<file path="src/rtl/apb_arb_pkg.sv">
// Shared types and sizes for the two-requester APB arbiter/master.
package apb_arb_pkg;

  localparam int NUM_REQ = 2;
  localparam int STRB_W  = 4;

  typedef enum logic [1:0] {
    IDLE   = 2'd0,
    SETUP  = 2'd1,
    ACCESS = 2'd2
  } state_e;

endpackage

</file>
<file path="src/rtl/apb_rr_arb2.sv">
// Two-way round-robin arbiter: combinational one-hot grant, last-grant flop
// updated only when the grant is actually taken (advance).
module apb_rr_arb2
  import apb_arb_pkg::*;
(
  input  logic               pclk,
  input  logic               rst_n,
  input  logic [NUM_REQ-1:0] req,
  input  logic               advance,
  output logic [NUM_REQ-1:0] gnt
);

  logic last_q;
  logic last_d;

  // Grant decode: a lone requester wins, on contention the one not served last.
  always_comb begin
    gnt = 2'b00;
    case (req)
      2'b01:   gnt = 2'b01;
      2'b10:   gnt = 2'b10;
      2'b11:   gnt = last_q ? 2'b01 : 2'b10;
      default: gnt = 2'b00;
    endcase
  end

  // Remember who was served once the grant is consumed.
  always_comb begin
    last_d = last_q;
    if (advance) begin
      last_d = gnt[1];
    end else begin
      last_d = last_q;
    end
  end

  // Last-grant register; resetting to 1 gives requester 0 first priority.
  always_ff @(posedge pclk or negedge rst_n) begin
    if (!rst_n) begin
      last_q <= 1'b1;
    end else begin
      last_q <= last_d;
    end
  end

endmodule

</file>
<file path="src/rtl/apb_arb_master.sv">
// Two-requester APB master: round-robin grant, IDLE/SETUP/ACCESS sequencing,
// registered outputs. Optional ACCESS timeout with macro APB_ARB_TIMEOUT_EN.
module apb_arb_master
  import apb_arb_pkg::*;
#(
  parameter int ADDR_W = 8,
  parameter int DATA_W = 32,
  parameter int TO_CYC = 16
) (
  input  logic                        pclk,
  input  logic                        rst_n,
  input  logic [NUM_REQ-1:0]          req_valid,
  output logic [NUM_REQ-1:0]          req_ready,
  input  logic [NUM_REQ-1:0]          req_write,
  input  logic [NUM_REQ*ADDR_W-1:0]   req_addr,
  input  logic [NUM_REQ*DATA_W-1:0]   req_wdata,
  input  logic [NUM_REQ*STRB_W-1:0]   req_strb,
  output logic [NUM_REQ-1:0]          rsp_valid,
  output logic [DATA_W-1:0]           rsp_rdata,
  output logic                        rsp_err,
  output logic [ADDR_W-1:0]           paddr,
  output logic                        pwrite,
  output logic                        psel,
  output logic                        penable,
  output logic [DATA_W-1:0]           pwdata,
  output logic [STRB_W-1:0]           pstrb,
  input  logic [DATA_W-1:0]           prdata,
  input  logic                        pready
);

  if (TO_CYC < 1) begin : g_to_cyc_bad
    $error("apb_arb_master: TO_CYC must be at least 1");
  end

  state_e              state_q, state_d;
  logic                psel_q, psel_d, penable_q, penable_d, pwrite_q, pwrite_d;
  logic [ADDR_W-1:0]   paddr_q, paddr_d;
  logic [DATA_W-1:0]   pwdata_q, pwdata_d, rsp_rdata_q, rsp_rdata_d;
  logic [STRB_W-1:0]   pstrb_q, pstrb_d;
  logic [NUM_REQ-1:0]  req_ready_q, req_ready_d, rsp_valid_q, rsp_valid_d;
  logic                grant_q, grant_d;
  logic [NUM_REQ-1:0]  arb_gnt;
  logic                any_gnt, gnt_idx, arb_advance;

`ifdef APB_ARB_TIMEOUT_EN
  localparam int CNT_W = $clog2(TO_CYC + 1);
  logic [CNT_W-1:0]    to_cnt_q, to_cnt_d;
  logic                rsp_err_q, rsp_err_d;
`endif

  assign any_gnt     = |arb_gnt;
  assign gnt_idx     = arb_gnt[1];
  assign arb_advance = (state_q == IDLE) && any_gnt;

  apb_rr_arb2 u_arb (
    .pclk    (pclk),
    .rst_n   (rst_n),
    .req     (req_valid),
    .advance (arb_advance),
    .gnt     (arb_gnt)
  );

  // Next-state and registered-output computation for the transfer sequencer.
  always_comb begin
    state_d     = state_q;
    psel_d      = psel_q;
    penable_d   = penable_q;
    pwrite_d    = pwrite_q;
    paddr_d     = paddr_q;
    pwdata_d    = pwdata_q;
    pstrb_d     = pstrb_q;
    grant_d     = grant_q;
    req_ready_d = 2'b00;
    rsp_valid_d = 2'b00;
    rsp_rdata_d = rsp_rdata_q;
`ifdef APB_ARB_TIMEOUT_EN
    rsp_err_d   = 1'b0;
    to_cnt_d    = to_cnt_q;
`endif
    case (state_q)
      IDLE: begin
        if (any_gnt) begin
          grant_d              = gnt_idx;
          req_ready_d[gnt_idx] = 1'b1;
          pwrite_d             = req_write[gnt_idx];
          paddr_d              = gnt_idx ? req_addr[2*ADDR_W-1:ADDR_W]   : req_addr[ADDR_W-1:0];
          pwdata_d             = gnt_idx ? req_wdata[2*DATA_W-1:DATA_W]  : req_wdata[DATA_W-1:0];
          pstrb_d              = gnt_idx ? req_strb[2*STRB_W-1:STRB_W]   : req_strb[STRB_W-1:0];
          psel_d               = 1'b1;
          state_d              = SETUP;
        end else begin
          state_d = IDLE;
        end
      end
      SETUP: begin
        penable_d = 1'b1;
        state_d   = ACCESS;
`ifdef APB_ARB_TIMEOUT_EN
        to_cnt_d  = '0;
`endif
      end
      ACCESS: begin
        if (pready) begin
          psel_d               = 1'b0;
          penable_d            = 1'b0;
          rsp_valid_d[grant_q] = 1'b1;
          rsp_rdata_d          = pwrite_q ? '0 : prdata;
          state_d              = IDLE;
        end else begin
`ifdef APB_ARB_TIMEOUT_EN
          // to_cnt_q counts completed stalled ACCESS cycles before this one.
          if (to_cnt_q == CNT_W'(TO_CYC - 1)) begin
            psel_d               = 1'b0;
            penable_d            = 1'b0;
            rsp_valid_d[grant_q] = 1'b1;
            rsp_err_d            = 1'b1;
            rsp_rdata_d          = '0;
            state_d              = IDLE;
          end else begin
            to_cnt_d = to_cnt_q + 1'b1;
          end
`else
          state_d = ACCESS;
`endif
        end
      end
      default: begin
        state_d   = IDLE;
        psel_d    = 1'b0;
        penable_d = 1'b0;
      end
    endcase
  end

  // State and output registers.
  always_ff @(posedge pclk or negedge rst_n) begin
    if (!rst_n) begin
      state_q     <= IDLE;
      psel_q      <= 1'b0;
      penable_q   <= 1'b0;
      pwrite_q    <= 1'b0;
      paddr_q     <= '0;
      pwdata_q    <= '0;
      pstrb_q     <= '0;
      grant_q     <= 1'b0;
      req_ready_q <= 2'b00;
      rsp_valid_q <= 2'b00;
      rsp_rdata_q <= '0;
    end else begin
      state_q     <= state_d;
      psel_q      <= psel_d;
      penable_q   <= penable_d;
      pwrite_q    <= pwrite_d;
      paddr_q     <= paddr_d;
      pwdata_q    <= pwdata_d;
      pstrb_q     <= pstrb_d;
      grant_q     <= grant_d;
      req_ready_q <= req_ready_d;
      rsp_valid_q <= rsp_valid_d;
      rsp_rdata_q <= rsp_rdata_d;
    end
  end

`ifdef APB_ARB_TIMEOUT_EN
  // Timeout counter and error flag.
  always_ff @(posedge pclk or negedge rst_n) begin
    if (!rst_n) begin
      to_cnt_q  <= '0;
      rsp_err_q <= 1'b0;
    end else begin
      to_cnt_q  <= to_cnt_d;
      rsp_err_q <= rsp_err_d;
    end
  end
  assign rsp_err = rsp_err_q;
`else
  assign rsp_err = 1'b0;
`endif

  assign psel      = psel_q;
  assign penable   = penable_q;
  assign pwrite    = pwrite_q;
  assign paddr     = paddr_q;
  assign pwdata    = pwdata_q;
  assign pstrb     = pstrb_q;
  assign req_ready = req_ready_q;
  assign rsp_valid = rsp_valid_q;
  assign rsp_rdata = rsp_rdata_q;

endmodule
</file>
<file path="config.mk">
export PLATFORM = sky130hd
export DESIGN_NAME = apb_arb_master
export DESIGN_NICKNAME = d
export VERILOG_FILES = /design/src/rtl/apb_arb_pkg.sv /design/src/rtl/apb_rr_arb2.sv /design/src/rtl/apb_arb_master.sv
export SDC_FILE = /design/constraint.sdc
export NUM_CORES = 1
export LEC_CHECK = 0
export BUFFER_PORTS_ARGS = -buffer_cell sky130_fd_sc_hd__buf_2
export CAP_MARGIN = 10
export CORE_MARGIN = 3
export CORE_UTILIZATION = 45
export CTS_BUF_LIST = sky130_fd_sc_hd__clkbuf_4
export DETAILED_ROUTE_END_ITERATION = 16
export PLACE_DENSITY_LB_ADDON = 0.15
export SLEW_MARGIN = 20
export SYNTH_ARGS = -nofsm -noshare
export SYNTH_HDL_FRONTEND = slang
export SYNTH_SLANG_ARGS = --single-unit
</file>
<file path="constraint.sdc">
create_clock -name pclk -period 1.7 [get_ports pclk]
set_input_delay 0.085 -clock pclk [delete_from_list [all_inputs] [get_ports pclk]]
set_output_delay 0.085 -clock pclk [all_outputs]
set_load 0.05 [all_outputs]
</file>
==> impl_metrics.json <==
{
  "period_needed_ns": 1.52,
  "vias": 4189,
  "finalCritPeriodShare": 0.894,
  "postRouteWirelength_um": 13100,
  "ioPinCount": 211,
  "cts.path.max_buffers": 2,
  "htree_levels": 3,
  "fin_nets": 829,
  "rsz0062_at_grt": "false",
  "synthesis.area_um2": 3830,
  "cap_violations": 0,
  "diodes": 0,
  "crit_chain": "buf_2",
  "dieWidth_um": 98.3,
  "hold_violations": 0,
  "die_area_um2": 9660,
  "p_int_uw": 5660,
  "synth-async-reset-ratio": 1.00,
  "synth_edf_count": 0,
  "synth_top_area_frac": 0.562,
  "p_per_area_nw_per_um2": 1930,
  "numCtsBuffers": 9,
  "synth.ff_latch_count": 87,
  "antenna_left": 0,
  "clkTransAtPathRegs_ns": 0.12,
  "ys_warn_count": 0,
  "cts.sinks": 87,
  "cp-start-kind": "register",
  "die_h_um": 98.3,
  "grt_start_max_net_pins": 67,
  "numPortBuffers": 209,
  "yosysUniqueCellTypes": 28,
  "clk_latency_ns": 0.40,
  "syn_to_final_growth_pct": 64.0,
  "syn-num-nets": 509,
  "cp.arrival_ns": 1.44,
  "skew_ns": 0.0142,
  "tritoncts": "yes",
  "synthCells": 382,
  "drv_slew": 0,
  "setup_tns_ns": 0,
  "power_leakage_uw": 0.00319,
  "cpLargestDelayFamily": "flip-flops",
  "syn_area_per_cell_um2": 10.0,
  "clkPwrFrac": 0.105,
  "whs_ns": 0.0305,
  "dp_hpwl_um": 7350,
  "grt.total_usage": 0.271,
  "slowest_stage": "dfrtp_2",
  "drive_gt1_frac": 0.346,
  "final_cell_mix": "208 x buf_2, 121 x dlygate4sd3_1, 86 x nand2_1, 85 x dfrtp_1, 35 x o21ai_0",
  "criticalPathCategory": "reg2out",
  "yosys.area.top_type": "dfrtp_1",
  "drcViolationCount": 0,
  "mostFrequentLayoutCell": "buf_2",
  "endpoint_kind": "primary output",
  "grt_pass1_wl_um": 21300,
  "firstDrtPassIters": 5,
  "fin_area_um2": 6280,
  "seq_area_frac_synth": 0.568,
  "p_sw_frac": 0.532,
  "p_comb_frac": 0.588,
  "synth_ff_type": "dfrtp_1",
  "status": "finished clean",
  "vias_per_cell": 5.17,
  "rows": 33,
  "place.gp.congestion": 0.803,
  "first_iter_violations": 232,
  "grt_overflow": 0,
  "first_global_vias": 4407,
  "critical_path_required_ns": 1.62,
  "fin_util": 0.761,
  "worstPathMaxFanout": 34,
  "setup_viol": 0,
  "place_area_um2": 4910,
  "hold_class": "in2reg",
  "critPathMaxStageDelay_ns": 0.68,
  "initial_core_util": 0.464,
  "core-area_um2": 8260,
  "critPathBufInv": 1,
  "seqPwrFrac": 0.307,
  "cts_root_buffer": "clkbuf_4",
  "power.switching_uw": 6450,
  "grt_antenna_before_repair": 0,
  "vdd_drop_max_mv": 1.24,
  "synth_area_leaders": "dfrtp_1 56%, nand2_1 8.4%, nand2b_1 5.2%, a221o_1 5.0%, o21ai_0 4.6%",
  "avgRoutedWirePerCell_um": 16.1,
  "post_cts_buffers": 0,
  "max_freq_ghz": 0.658
}
==> worst paths after layout <==
| kind | start | cells past startpoint | slack (ns) | to |
|---|---|---|---|---|
| max | pwrite | 1 | 0.18 | pwrite |
| min in group asynchronous | rst_n | 2 | 0.14 | rsp_rdata[7] |
| min reg2reg | grant_q | 1 | 0.43 | rsp_valid[0] |
| max in group asynchronous | rst_n | 3 | 0.97 | grant_q |
| max reg2reg | u_arb.last_q | 4 | 0.19 | pwdata[2] |
| min | req_addr[10] | 3 | 0.03 | paddr[2] |
==> cells in the mapped netlist (all sizes together) (3+ instances only) <==
library cell,n
nand2,87
dfrtp,86
o21ai,35
nand2b,32
a21oi,27
a31oi,26
buf,26
and3,20
a221o,19
clkbuf,6
nor2,5
inv,3
==> registers in the layout (all words and copies together) (netlist names) <==
name,cells
u_arb.last_q,1
rsp_valid,2
rsp_rdata,32
paddr,8
grant_q,1
pstrb,4
req_ready,2
penable,1
pwdata,32
psel,1
pwrite,1
state_q,2
==> cell families (layout without fill, tap and decap cells) <==
family                 count (synthesis)  after routing  synth area share
AO/OA/AOI/OAI                        112            112             0.186
other                                  1              1          0.000978
buffers and inverters                 35            359            0.0597
AND/OR/NAND/NOR                      147            147             0.185
flip-flops                            87             87             0.568
==> metrics by stage <==
stage               power (uW)  worst slack (ns)  cells
detailed placement       10600             0.191    675
CTS                      12100             0.144    811
floorplan                 8960             0.376    382
global route             12800            0.0540    811
finish                   12100             0.180    811
global placement         10500             0.231    675
==> layer usage <==
| layer | global-route usage | vias to the layer above | wire length (um) | share of wire |
|---|---|---|---|---|
| li1 | - | 1958 | - | - |
| met1 | 0.325 | 1937 | 4970 | 0.38 |
| met2 | 0.459 | 252 | 6460 | 0.49 |
| met3 | 0.0679 | 42 | 1210 | 0.093 |
| met4 | 0.123 | 0 | 420 | 0.032 |
| met5 | 0 | - | 0 | 0 |
==> power by group through the flow <==
stage | clock, uW | sequential, uW | combinational, uW
finish | 1280 | 3720 | 7120
global route | 1390 | 3840 | 7550
CTS | 1300 | 3700 | 7070
detailed placement | 0 | 3730 | 6860
global placement | 0 | 3710 | 6760
floorplan | 0 | 6900 | 2060
==> timing repair <==
action | CTS | global route
setup endpoints to repair | 1 | 1
resized for setup | 1 | 1
hold endpoints to repair | 166 | 0
hold buffers | 121 | 0
==> layout make-up <==
cell class | instances | area (um2)
Sequential cell | 87 | 2180
Multi-Input combinational cell | 260 | 1430
Clock buffer | 11 | 82.6
Timing Repair Buffer | 341 | 2380
Fill cell | 570 | 1970
Clock inverter | 4 | 71.3
Tap cell | 105 | 131
Inverter | 3 | 11.3
Power figures use the tool's default switching activity.
